<file path="config.mk">
export PLATFORM = sky130hd
export DESIGN_NAME = bcd_serial_subtractor_flat
export DESIGN_NICKNAME = d
export VERILOG_FILES = /design/src/rtl/bcd_serial_subtractor_if.sv /design/src/rtl/bcd_serial_subtractor.sv /design/src/flat_wrapper.sv
export SDC_FILE = /design/constraint.sdc
export NUM_CORES = 1
export LEC_CHECK = 0
export ABC_CLOCK_PERIOD_IN_PS = 3230
export CAP_MARGIN = 0
export CELL_PAD_IN_SITES_DETAIL_PLACEMENT = 0
export CELL_PAD_IN_SITES_GLOBAL_PLACEMENT = 1
export CORE_UTILIZATION = 35
export CTS_CLUSTER_DIAMETER = 80
export DETAILED_ROUTE_END_ITERATION = 8
export PLACE_DENSITY_LB_ADDON = 0.1
export SLEW_MARGIN = 5
export SYNTH_ARGS = -nofsm -noshare
export SYNTH_HDL_FRONTEND = slang
export SYNTH_SLANG_ARGS = --single-unit
</file>
<file path="constraint.sdc">
create_clock -name clk -period 3.23 [get_ports clk]
set_input_delay 0.646 -clock clk [delete_from_list [all_inputs] [get_ports clk]]
set_output_delay 0.646 -clock clk [all_outputs]
set_load 0.005 [all_outputs]
</file>
<file path="src/rtl/bcd_serial_subtractor_if.sv">
// ============================================================================
// Module  : bcd_serial_subtractor_if
// Brief   : Request/result bundle for the digit-serial BCD subtractor.
// Revision: 1.0 - initial release
// ============================================================================
`default_nettype none

interface bcd_serial_subtractor_if #(
  parameter int DIGITS = 4
);
  logic                  start;
  logic [4*DIGITS-1:0]   a;
  logic [4*DIGITS-1:0]   b;
  logic                  busy;
  logic                  done;
  logic [4*DIGITS-1:0]   diff;
  logic                  neg;
  logic                  invalid;

  modport master (
    output start, a, b,
    input  busy, done, diff, neg, invalid
  );

  modport slave (
    input  start, a, b,
    output busy, done, diff, neg, invalid
  );
endinterface

`default_nettype wire

</file>
<file path="src/rtl/bcd_serial_subtractor.sv">
// ============================================================================
// Module  : bcd_serial_subtractor
// Brief   : Digit-serial BCD A-B, LSD first, registered decimal borrow.
//           Define BCD_SUB_SIGNMAG_EN to return sign/magnitude instead of
//           10's complement for negative results.
// Revision: 1.0 - initial release
// ============================================================================
`default_nettype none

module bcd_serial_subtractor #(
  parameter int DIGITS = 4
) (
  input  logic                     clk,
  input  logic                     rst_n,
  bcd_serial_subtractor_if.slave   bus
);

  localparam int IDX_W = (DIGITS > 1) ? $clog2(DIGITS) : 1;
  localparam logic [IDX_W-1:0] LAST_IDX = IDX_W'(DIGITS - 1);

`ifdef BCD_SUB_SIGNMAG_EN
  typedef enum logic [1:0] {
    IDLE = 2'd0,
    SUB  = 2'd1,
    COMP = 2'd2,
    DONE = 2'd3
  } state_t;
`else
  typedef enum logic [1:0] {
    IDLE = 2'd0,
    SUB  = 2'd1,
    DONE = 2'd3
  } state_t;
`endif

  state_t                  state;
  state_t                  state_next;
  logic [DIGITS-1:0][3:0]  a_q;
  logic [DIGITS-1:0][3:0]  b_q;
  logic [DIGITS-1:0][3:0]  diff_q;
  logic [IDX_W-1:0]        idx;
  logic                    borrow;
  logic                    neg_q;
  logic                    invalid_q;

  logic                    ops_bad;
  logic                    last_digit;
  logic                    in_comp;
  logic [3:0]              min_d;
  logic [3:0]              sub_d;
  logic [4:0]              t;
  logic [3:0]              d;
  logic                    busy_w;
  logic                    done_w;

  assign last_digit = (idx == LAST_IDX);

`ifdef BCD_SUB_SIGNMAG_EN
  assign in_comp = (state == COMP);
`else
  assign in_comp = 1'b0;
`endif

  always_comb begin
    ops_bad = 1'b0;
    for (int i = 0; i < DIGITS; i++) begin
      if (a_q[i] > 4'd9 || b_q[i] > 4'd9) ops_bad = 1'b1;
    end
  end

  // Shared digit engine: in COMP the minuend is zero and the subtrahend is
  // the 10's complement left in diff, which yields the magnitude.
  always_comb begin
    min_d = in_comp ? 4'd0 : a_q[idx];
    sub_d = in_comp ? diff_q[idx] : b_q[idx];
    t     = {1'b0, min_d} - {1'b0, sub_d} - {4'd0, borrow};
    d     = t[4] ? (t[3:0] + 4'd10) : t[3:0];
  end

  always_ff @(posedge clk or negedge rst_n) begin
    if (!rst_n) state <= IDLE;
    else        state <= state_next;
  end

  always_comb begin
    state_next = state;
    busy_w     = (state != IDLE);
    done_w     = 1'b0;
    case (state)
      IDLE: if (bus.start) state_next = SUB;
      SUB: begin
        if (ops_bad) begin
          state_next = DONE;
        end else if (last_digit) begin
`ifdef BCD_SUB_SIGNMAG_EN
          state_next = t[4] ? COMP : DONE;
`else
          state_next = DONE;
`endif
        end
      end
`ifdef BCD_SUB_SIGNMAG_EN
      COMP: if (last_digit) state_next = DONE;
`endif
      DONE: begin
        done_w     = 1'b1;
        state_next = IDLE;
      end
      default: state_next = IDLE;
    endcase
  end

  always_ff @(posedge clk or negedge rst_n) begin
    if (!rst_n) begin
      a_q       <= '0;
      b_q       <= '0;
      diff_q    <= '0;
      idx       <= '0;
      borrow    <= 1'b0;
      neg_q     <= 1'b0;
      invalid_q <= 1'b0;
    end else begin
      case (state)
        IDLE: begin
          if (bus.start) begin
            a_q       <= bus.a;
            b_q       <= bus.b;
            diff_q    <= '0;
            idx       <= '0;
            borrow    <= 1'b0;
            neg_q     <= 1'b0;
            invalid_q <= 1'b0;
          end
        end
        SUB: begin
          if (ops_bad) begin
            invalid_q <= 1'b1;
            diff_q    <= '0;
            neg_q     <= 1'b0;
          end else begin
            diff_q[idx] <= d;
            if (last_digit) begin
              neg_q  <= t[4];
              idx    <= '0;
              borrow <= 1'b0;
            end else begin
              borrow <= t[4];
              idx    <= idx + 1'b1;
            end
          end
        end
`ifdef BCD_SUB_SIGNMAG_EN
        COMP: begin
          diff_q[idx] <= d;
          if (last_digit) begin
            idx    <= '0;
            borrow <= 1'b0;
          end else begin
            borrow <= t[4];
            idx    <= idx + 1'b1;
          end
        end
`endif
        default: ;
      endcase
    end
  end

  assign bus.busy    = busy_w;
  assign bus.done    = done_w;
  assign bus.diff    = diff_q;
  assign bus.neg     = neg_q;
  assign bus.invalid = invalid_q;

endmodule

`default_nettype wire
</file>
<file path="src/flat_wrapper.sv">
// flat-port wrapper written by rule: the top's interface ports become plain ports
module bcd_serial_subtractor_flat 
#(
  parameter int DIGITS = 4
)
  (clk, rst_n, bus_start, bus_a, bus_b, bus_busy, bus_done, bus_diff, bus_neg, bus_invalid);
  bcd_serial_subtractor_if #(.DIGITS(DIGITS)) bus_i ();
  input  logic clk;
  input  logic rst_n;
  input wire logic [$bits(bus_i.start)-1:0] bus_start;
  input wire logic [$bits(bus_i.a)-1:0] bus_a;
  input wire logic [$bits(bus_i.b)-1:0] bus_b;
  output wire logic [$bits(bus_i.busy)-1:0] bus_busy;
  output wire logic [$bits(bus_i.done)-1:0] bus_done;
  output wire logic [$bits(bus_i.diff)-1:0] bus_diff;
  output wire logic [$bits(bus_i.neg)-1:0] bus_neg;
  output wire logic [$bits(bus_i.invalid)-1:0] bus_invalid;
  assign bus_i.start = bus_start;
  assign bus_i.a = bus_a;
  assign bus_i.b = bus_b;
  assign bus_busy = bus_i.busy;
  assign bus_done = bus_i.done;
  assign bus_diff = bus_i.diff;
  assign bus_neg = bus_i.neg;
  assign bus_invalid = bus_i.invalid;
  bcd_serial_subtractor #(.DIGITS(DIGITS)) u_core (.clk(clk), .rst_n(rst_n), .bus(bus_i));
endmodule
</file>
==> qor.txt, run 1 <==
first-pass GRT wire length = 9.41 mm
DP Worst Slack = 0.00475 ns
CTS root buf = clkbuf_8
critical-path maximum fanout = 4
ys async rst share = 100%
PwrDens = 1250 nW/um^2
synthesized area = 2690 um^2
CP Data Required Time = 3.47 ns
IO buf count = 54
Final HPWL DP = 4.43 mm
ant diodes = 0
worst min-delay path category = in -> async
depth of the worst register-to-register path = 11
status = completed
die width = 89.7 um
clk_lat worst skew = 0.30 ns
# nets final = 322
post-synth cell types = 33
post-layout min period = 3.22 ns
Crit. End Element = register
P_leak = 1.48 nW
gpl congestion = 0.791
Mean Syn Cell Area = 12.9 um^2
setup violators final = 0
sum of negative setup slack = 0 ns
Detail Route Antenna Nets = 0
Fin Clk Skew = 0.0112 ns
vias in the first global route = 1,804
Worst Max-Slew Pin Slew = 0.565 ns
Final Cell Area = 3570 um^2
Vias = 1,862
placed cell areas = 3420 um^2
Rows = 31
register bit total from synthesis = 55
Post-synth EDFFs = 0
pin count of the biggest net entering global routing = 56
CTS tree = yes
sequential-to-total area share from yosys stat = 51.2%
fmax = 311 MHz
Initial DRC Count = 46
Slew Limit Headroom = 61.9%
share of layout cells above drive strength 1 = 27.1%
clock buffer depth = 2
syn nets = 255
Synth Warn # = 0
Total GRT Usage = 16.1%
GRT overflow = 0
initial antenna violation count = 0
Arr. time, crit path = 3.46 ns
Via density = 4.95
htree depth = 2
critical path type = reg -> reg
period utilization = 99.6%
Post-Route WL = 5.82 mm
IO Pins = 55
Residual DRC = 0
Slew Limit Fails = 0
final hold viol count = 0
CP startpoint kind = register
Die ar. = 8040 um^2
die height = 89.7 um
Synth Instances = 209
ys flop type = dfrtp_1
RSZ-0062 raised after global routing = true
number of max-cap violations = 0
Reg clk slew, reported paths = 0.10 ns
total iterations of the first detailed-routing run = 4
CTS Sinks = 55
Max IR drop VDD = 0.599 mV
DR WL/cell = 15.5 um
core area = 7330 um^2
worst setup margin = 0.0119 ns
Initial Util = 36.7%
number of buffers created by CTS = 5
Pwr Total = 4.47 mW
Area Overhead vs Synth = 32.8%
-- kinds of logic after synthesis --
kind of cell	count (synthesis)	share of synthesized area, %
adder cells (fa/ha/maj)	11	5.68
multiplexers	40	20.1
flip-flops	55	51.2
XOR/XNOR	5	2.19
buffers and inverters	21	3.49
AND/OR/NAND/NOR	35	6.93
AO/OA/AOI/OAI	42	10.4
-- metal layers --
layer	part of all wire, %	up-vias	wire, um	track usage [%]
met2	46	40	2670	24.1
met5	0	-	0	0
met1	50	924	2890	23.5
met3	3.4	6	196	3.75
li1	-	892	-	-
met4	1.0	0	61	4.33
-- power breakdown --
group | total (mW) | internal (mW) | leakage (nW) | switching, mW
logic | 2.96 | 1.55 | 0.750 | 1.41
registers | 1.14 | 0.936 | 0.690 | 0.204
clock network | 0.368 | 0.153 | 0.0422 | 0.215
-- layout by cell type, fill, tap and decap left out, drive strengths merged --
master	synthesis	layout
and2	1	1
o31ai	2	2
inv	13	13
fa	2	2
nand2b	4	4
mux2	32	32
buf	8	15
o21ai	21	21
dfrtp	55	55
nor2	6	6
ha	9	9
clkbuf	0	7
mux4	8	8
or2	1	1
a311oi	1	1
a32o	4	4
o221ai	1	1
xor2	2	2
a31oi	1	1
or3b	1	1
a22o	6	6
a21oi	4	4
clkdlybuf4s50	0	53
clkinv	0	1
o221a	1	1
and4	2	2
nand3	6	6
and3	1	1
nand2	13	13
xnor2	3	3
o41ai	1	1
-- Yosys cell counts, types with 3 or more instances --
library cell	count	area, um^2
o21ai_1	3	15.0
buf_2	6	30.0
dfrtp_1	55	1380
nand2_1	13	48.8
a32o_1	4	40.0
a22o_1	6	52.6
inv_1	13	48.8
o21ai_0	18	90.1
mux2_2	32	360
nor2_1	4	15.0
mux4_2	8	180
nand2b_1	4	25.0
ha_1	9	113
a21oi_1	3	15.0
nand3_1	6	30.0
-- worst paths after layout --
path / start / slack [ns] / to
worst min-delay path: rst_n / 0.31 / u_core.bus.diff[11]$_DFFE_PN0P_
worst min register to register: u_core.bus.diff[9]$_DFFE_PN0P_ / 0.49 / u_core.bus.diff[9]$_DFFE_PN0P_
max in group asynchronous: rst_n / 2.64 / u_core.state[0]$_DFFE_PN0P_
worst max register to register: u_core.idx[0]$_DFFE_PN0P_ / 0.01 / u_core.bus.diff[6]$_DFFE_PN0P_
worst max-delay path: u_core.idx[0]$_DFFE_PN0P_ / 0.01 / u_core.bus.diff[6]$_DFFE_PN0P_
min in group clk: u_core.bus.diff[9]$_DFFE_PN0P_ / 0.49 / u_core.bus.diff[9]$_DFFE_PN0P_
-- repair_timing --
item / in CTS / in global routing
hold buffers: 0 / 0
gates resized for setup: 0 / 7
endpoints found under the setup margin: 3 / 10
setup buffers: 2 / 1
gates cloned: 0 / 0
pin swaps: 0 / 4
-- cell type report --
| class | count | area, um^2 |
|---|---|---|
| inverters | 13 | 48.8 |
| multi-input cells | 133 | 1270 |
| well taps | 99 | 124 |
| fillers | 657 | 3760 |
| flip-flops and latches | 55 | 1380 |
| clock inverters | 1 | 5.00 |
| repair buffers | 68 | 669 |
| clock buffers | 7 | 76.3 |
-- critical path, stage by stage, from the launching register on --
cell and delay, ns:
dfrtp_1 0.42, mux4_2 0.53, fa_2 0.37, fa_2 0.38, xor2_2 0.17, ha_4 0.27, or3b_1 0.35, o41ai_2 0.06
a31oi_1 0.06, o221a_2 0.29, nor2_4 0.11, a22o_1 0.15
-- registers in the layout, indices dropped and copies added, names as in the netlist --
name,flops
u_core.bus.diff,16
u_core.bus.neg,1
u_core.b_q,16
u_core.state,2
u_core.bus.invalid,1
u_core.a_q,16
u_core.idx,2
u_core.borrow,1
-- per-stage QoR --
| stage | hold WS (ns) | instances | utilization, % |
|---|---|---|---|
| floorplan | 0.350 | 209 | - |
| global placement | 0.464 | 365 | 46.6 |
| detailed placement | 0.471 | 365 | 46.6 |
| CTS | 0.337 | 375 | 47.9 |
| global route | 0.335 | 376 | 48.7 |
| finish | 0.307 | 376 | 48.7 |
No activity file was read; power rests on OpenSTA's default activity.
==> run 2: changes to the inputs <==
--- a/config.mk
+++ b/config.mk
@@ -13,7 +13,7 @@
 export CTS_CLUSTER_DIAMETER = 80
 export DETAILED_ROUTE_END_ITERATION = 8
 export PLACE_DENSITY_LB_ADDON = 0.1
-export SLEW_MARGIN = 5
+export SLEW_MARGIN = 40
 export SYNTH_ARGS = -nofsm -noshare
 export SYNTH_HDL_FRONTEND = slang
 export SYNTH_SLANG_ARGS = --single-unit
==> results of run 2 <==
Same layout as run 1: the final DEF is identical, and so are final timing and power.
==> run 3: changes to the inputs <==
--- a/config.mk
+++ b/config.mk
@@ -5,7 +5,7 @@
 export SDC_FILE = /design/constraint.sdc
 export NUM_CORES = 1
 export LEC_CHECK = 0
-export ABC_CLOCK_PERIOD_IN_PS = 3230
+export ABC_CLOCK_PERIOD_IN_PS = 3400
 export CAP_MARGIN = 0
 export CELL_PAD_IN_SITES_DETAIL_PLACEMENT = 0
 export CELL_PAD_IN_SITES_GLOBAL_PLACEMENT = 1
@@ -13,6 +13,8 @@
 export CTS_CLUSTER_DIAMETER = 80
 export DETAILED_ROUTE_END_ITERATION = 8
 export PLACE_DENSITY_LB_ADDON = 0.1
+export REMOVE_ABC_BUFFERS = 1
+export SETUP_SLACK_MARGIN = 0.15
 export SLEW_MARGIN = 40
 export SYNTH_ARGS = -nofsm -noshare
 export SYNTH_HDL_FRONTEND = slang
==> constraint.sdc (replaced) <==
create_clock -name clk -period 3.4 [get_ports clk]
set_input_delay 0.68 -clock clk [delete_from_list [all_inputs] [get_ports clk]]
set_output_delay 0.68 -clock clk [all_outputs]
set_load 0.005 [all_outputs]
==> qor.txt, run 3 (synthesis gave the netlist of run 1 again) <==
IO buf count = 54 (unchanged)
Initial DRC Count = 35 (-24%)
critical path's largest stage delay = 0.42 ns (-0.11 ns)
FF/Latch Area = 1380 um^2 (unchanged)
number of buffers created by CTS = 5 (unchanged)
first-pass GRT wire length = 9.72 mm (+3.3%)
total iterations of the first detailed-routing run = 5 (+1)
Arr. time, crit path = 3.50 ns (+0.04 ns)
die width = 89.7 um (unchanged)
initial antenna violation count = 0 (unchanged)
depth of the worst register-to-register path = 13 (+2)
final hold viol count = 0 (unchanged)
GRT overflow = 0 (unchanged)
Crit. End Element = register
Rows = 31 (unchanged)
Initial Util = 36.7% (unchanged)
slowest CP cell = dfrtp_1
Detail Route Antenna Nets = 0 (unchanged)
sum of negative setup slack = 0 ns (unchanged)
Multi-input gate area = 1230 um^2 (-2.9%)
Reg clk slew, reported paths = 0.10 ns (about the same)
post-layout min period = 3.25 ns (+0.0318 ns)
pin count of the biggest net entering global routing = 36 (-36%)
PwrDens = 1140 nW/um^2 (-9.2%)
htree depth = 2 (unchanged)
ant diodes = 0 (unchanged)
DR WL/cell = 15.3 um (-1.2%)
Layout fillers = 674 (+2.6%)
worst min-delay path category = in -> async
Area Overhead vs Synth = 30.2%
CTS root buf = clkbuf_8
worst reg2reg path startpoint = u_core.idx[0]$_DFFE_PN0P_
RSZ-0062 raised after global routing = true
most common cell after layout, fill and taps aside = dfrtp_1
fmax = 308 MHz (-0.98%)
reg2reg end = u_core.bus.diff[6]$_DFFE_PN0P_
Residual DRC = 0 (unchanged)
leading cell types in the layout, fill and taps excluded = dfrtp_1, clkdlybuf4s50_1, mux2_2
period utilization = 95.6% (-4.0 points)
die height = 89.7 um (unchanged)
Via density = 4.87 (-1.7%)
Pwr Total = 3.98 mW (-11%)
CTS tree = yes
setup violators final = 0 (unchanged)
vias in the first global route = 1,962 (+8.8%)
Final HPWL DP = 4.38 mm (-1.2%)
Max IR drop VDD = 0.464 mV (-23%)
CTS Sinks = 55 (unchanged)
Slew Limit Fails = 0 (unchanged)
share of layout cells above drive strength 1 = 26.4% (-0.63 points)
P_leak = 1.46 nW (-1.3%)
CP startpoint kind = register
# nets final = 321 (-0.31%)
status = completed
number of max-cap violations = 0 (unchanged)
critical-path maximum fanout = 4 (unchanged)
gpl congestion = 0.763 (-3.5%)
Fin Clk Skew = 0.00680 ns (-0.00442 ns)
IO Pins = 55 (unchanged)
CP cell instances = buf_4 -> mux4_2 -> inv_2 -> fa_2 -> fa_2 -> xor2_1 -> ha_1 -> or3b_1 -> o41ai_2 -> a31oi_1 -> o221a_2 -> nor2_4 -> a22o_1
Die ar. = 8040 um^2 (unchanged)
clk_lat worst skew = 0.31 ns (about the same)
Post-Route WL = 5.73 mm (-1.5%)
clock buffer depth = 2 (unchanged)
Slew Limit Headroom = 57.9% (-4.0 points)
Worst Max-Slew Pin Slew = 0.631 ns (+0.0665 ns)
CP Data Required Time = 3.65 ns (+0.18 ns)
core area = 7330 um^2 (unchanged)
cell mode on critical path = fa_2
Total GRT Usage = 16.3% (+0.23 points)
critical path type = reg -> reg
Vias = 1,825 (-2.0%)
R2R Setup Slk = 0.15 ns (+0.14 ns)
==> run 3: what timing repair did <==
action                                  4_1_cts  5_1_grt
endpoints found under the hold margin         0        0
hold buffers                                  0        0
resized for setup                             2        3
setup buffers                                 3        2
pin swaps                                     2        4
endpoints found under the setup margin        5        6
==> run 3: how the worst max path moves through the flow <==
stage	endpoint	depth (start not counted)	startpoint
after global routing	u_core.bus.diff[6]$_DFFE_PN0P_	13	u_core.idx[0]$_DFFE_PN0P_
after CTS	u_core.bus.diff[6]$_DFFE_PN0P_	11	u_core.idx[0]$_DFFE_PN0P_
after detailed placement	u_core.bus.diff[10]$_DFFE_PN0P_	11	u_core.idx[0]$_DFFE_PN0P_
after floorplan	u_core.bus.diff[6]$_DFFE_PN0P_	11	u_core.idx[0]$_DFFE_PN0P_
after global placement	u_core.bus.diff[10]$_DFFE_PN0P_	11	u_core.idx[0]$_DFFE_PN0P_
final	u_core.bus.diff[6]$_DFFE_PN0P_	13	u_core.idx[0]$_DFFE_PN0P_
==> run 3: where the power goes <==
group | internal [mW] | total [mW] | switching (mW)
clock network | 0.145 | 0.354 | 0.209
logic | 1.33 | 2.56 | 1.23
registers | 0.889 | 1.07 | 0.180
==> run 3: cell type report <==
class	instances	share of cell area, %
clock buffers	6	2.07
flip-flops and latches	55	39.3
inverters	13	1.39
repair buffers	67	18.1
multi-input cells	133	35.2
clock inverters	2	0.357
well taps	99	3.54
==> run 3: worst max-delay path, delay by kind of cell, from the launching register on <==
kind                     cells  cell delay, ns
AO/OA/AOI/OAI                4            0.59
XOR/XNOR                     1            0.15
adder cells (fa/ha/maj)      3            1.02
AND/OR/NAND/NOR              2            0.49
multiplexers                 1            0.33
buffers and inverters        2            0.19
flip-flops                   1            0.42
==> run 3: per-layer routing <==
metal	wire length [um]	global-route usage [%]	part of all wire (%)	up-vias
li1	-	-	-	890
met4	94	6.06	1.6	0
met1	2640	21.5	46	871
met5	0	0	0	-
met3	199	2.74	3.5	7
met2	2790	27.2	49	57
==> run 3: stage by stage <==
step / utilization (%) / hold slack (ns) / setup WS, ns / instance area [um^2] / std cells
after floorplan: - / 0.384 / -0.150 / 2640 / 201
after global placement: 45.9 / 0.467 / 0.0127 / 3360 / 362
after detailed placement: 45.9 / 0.472 / -0.0207 / 3360 / 362
after CTS: 47.4 / 0.398 / 0.142 / 3480 / 373
after global routing: 47.8 / 0.420 / 0.0827 / 3500 / 375
final: 47.8 / 0.383 / 0.150 / 3500 / 375
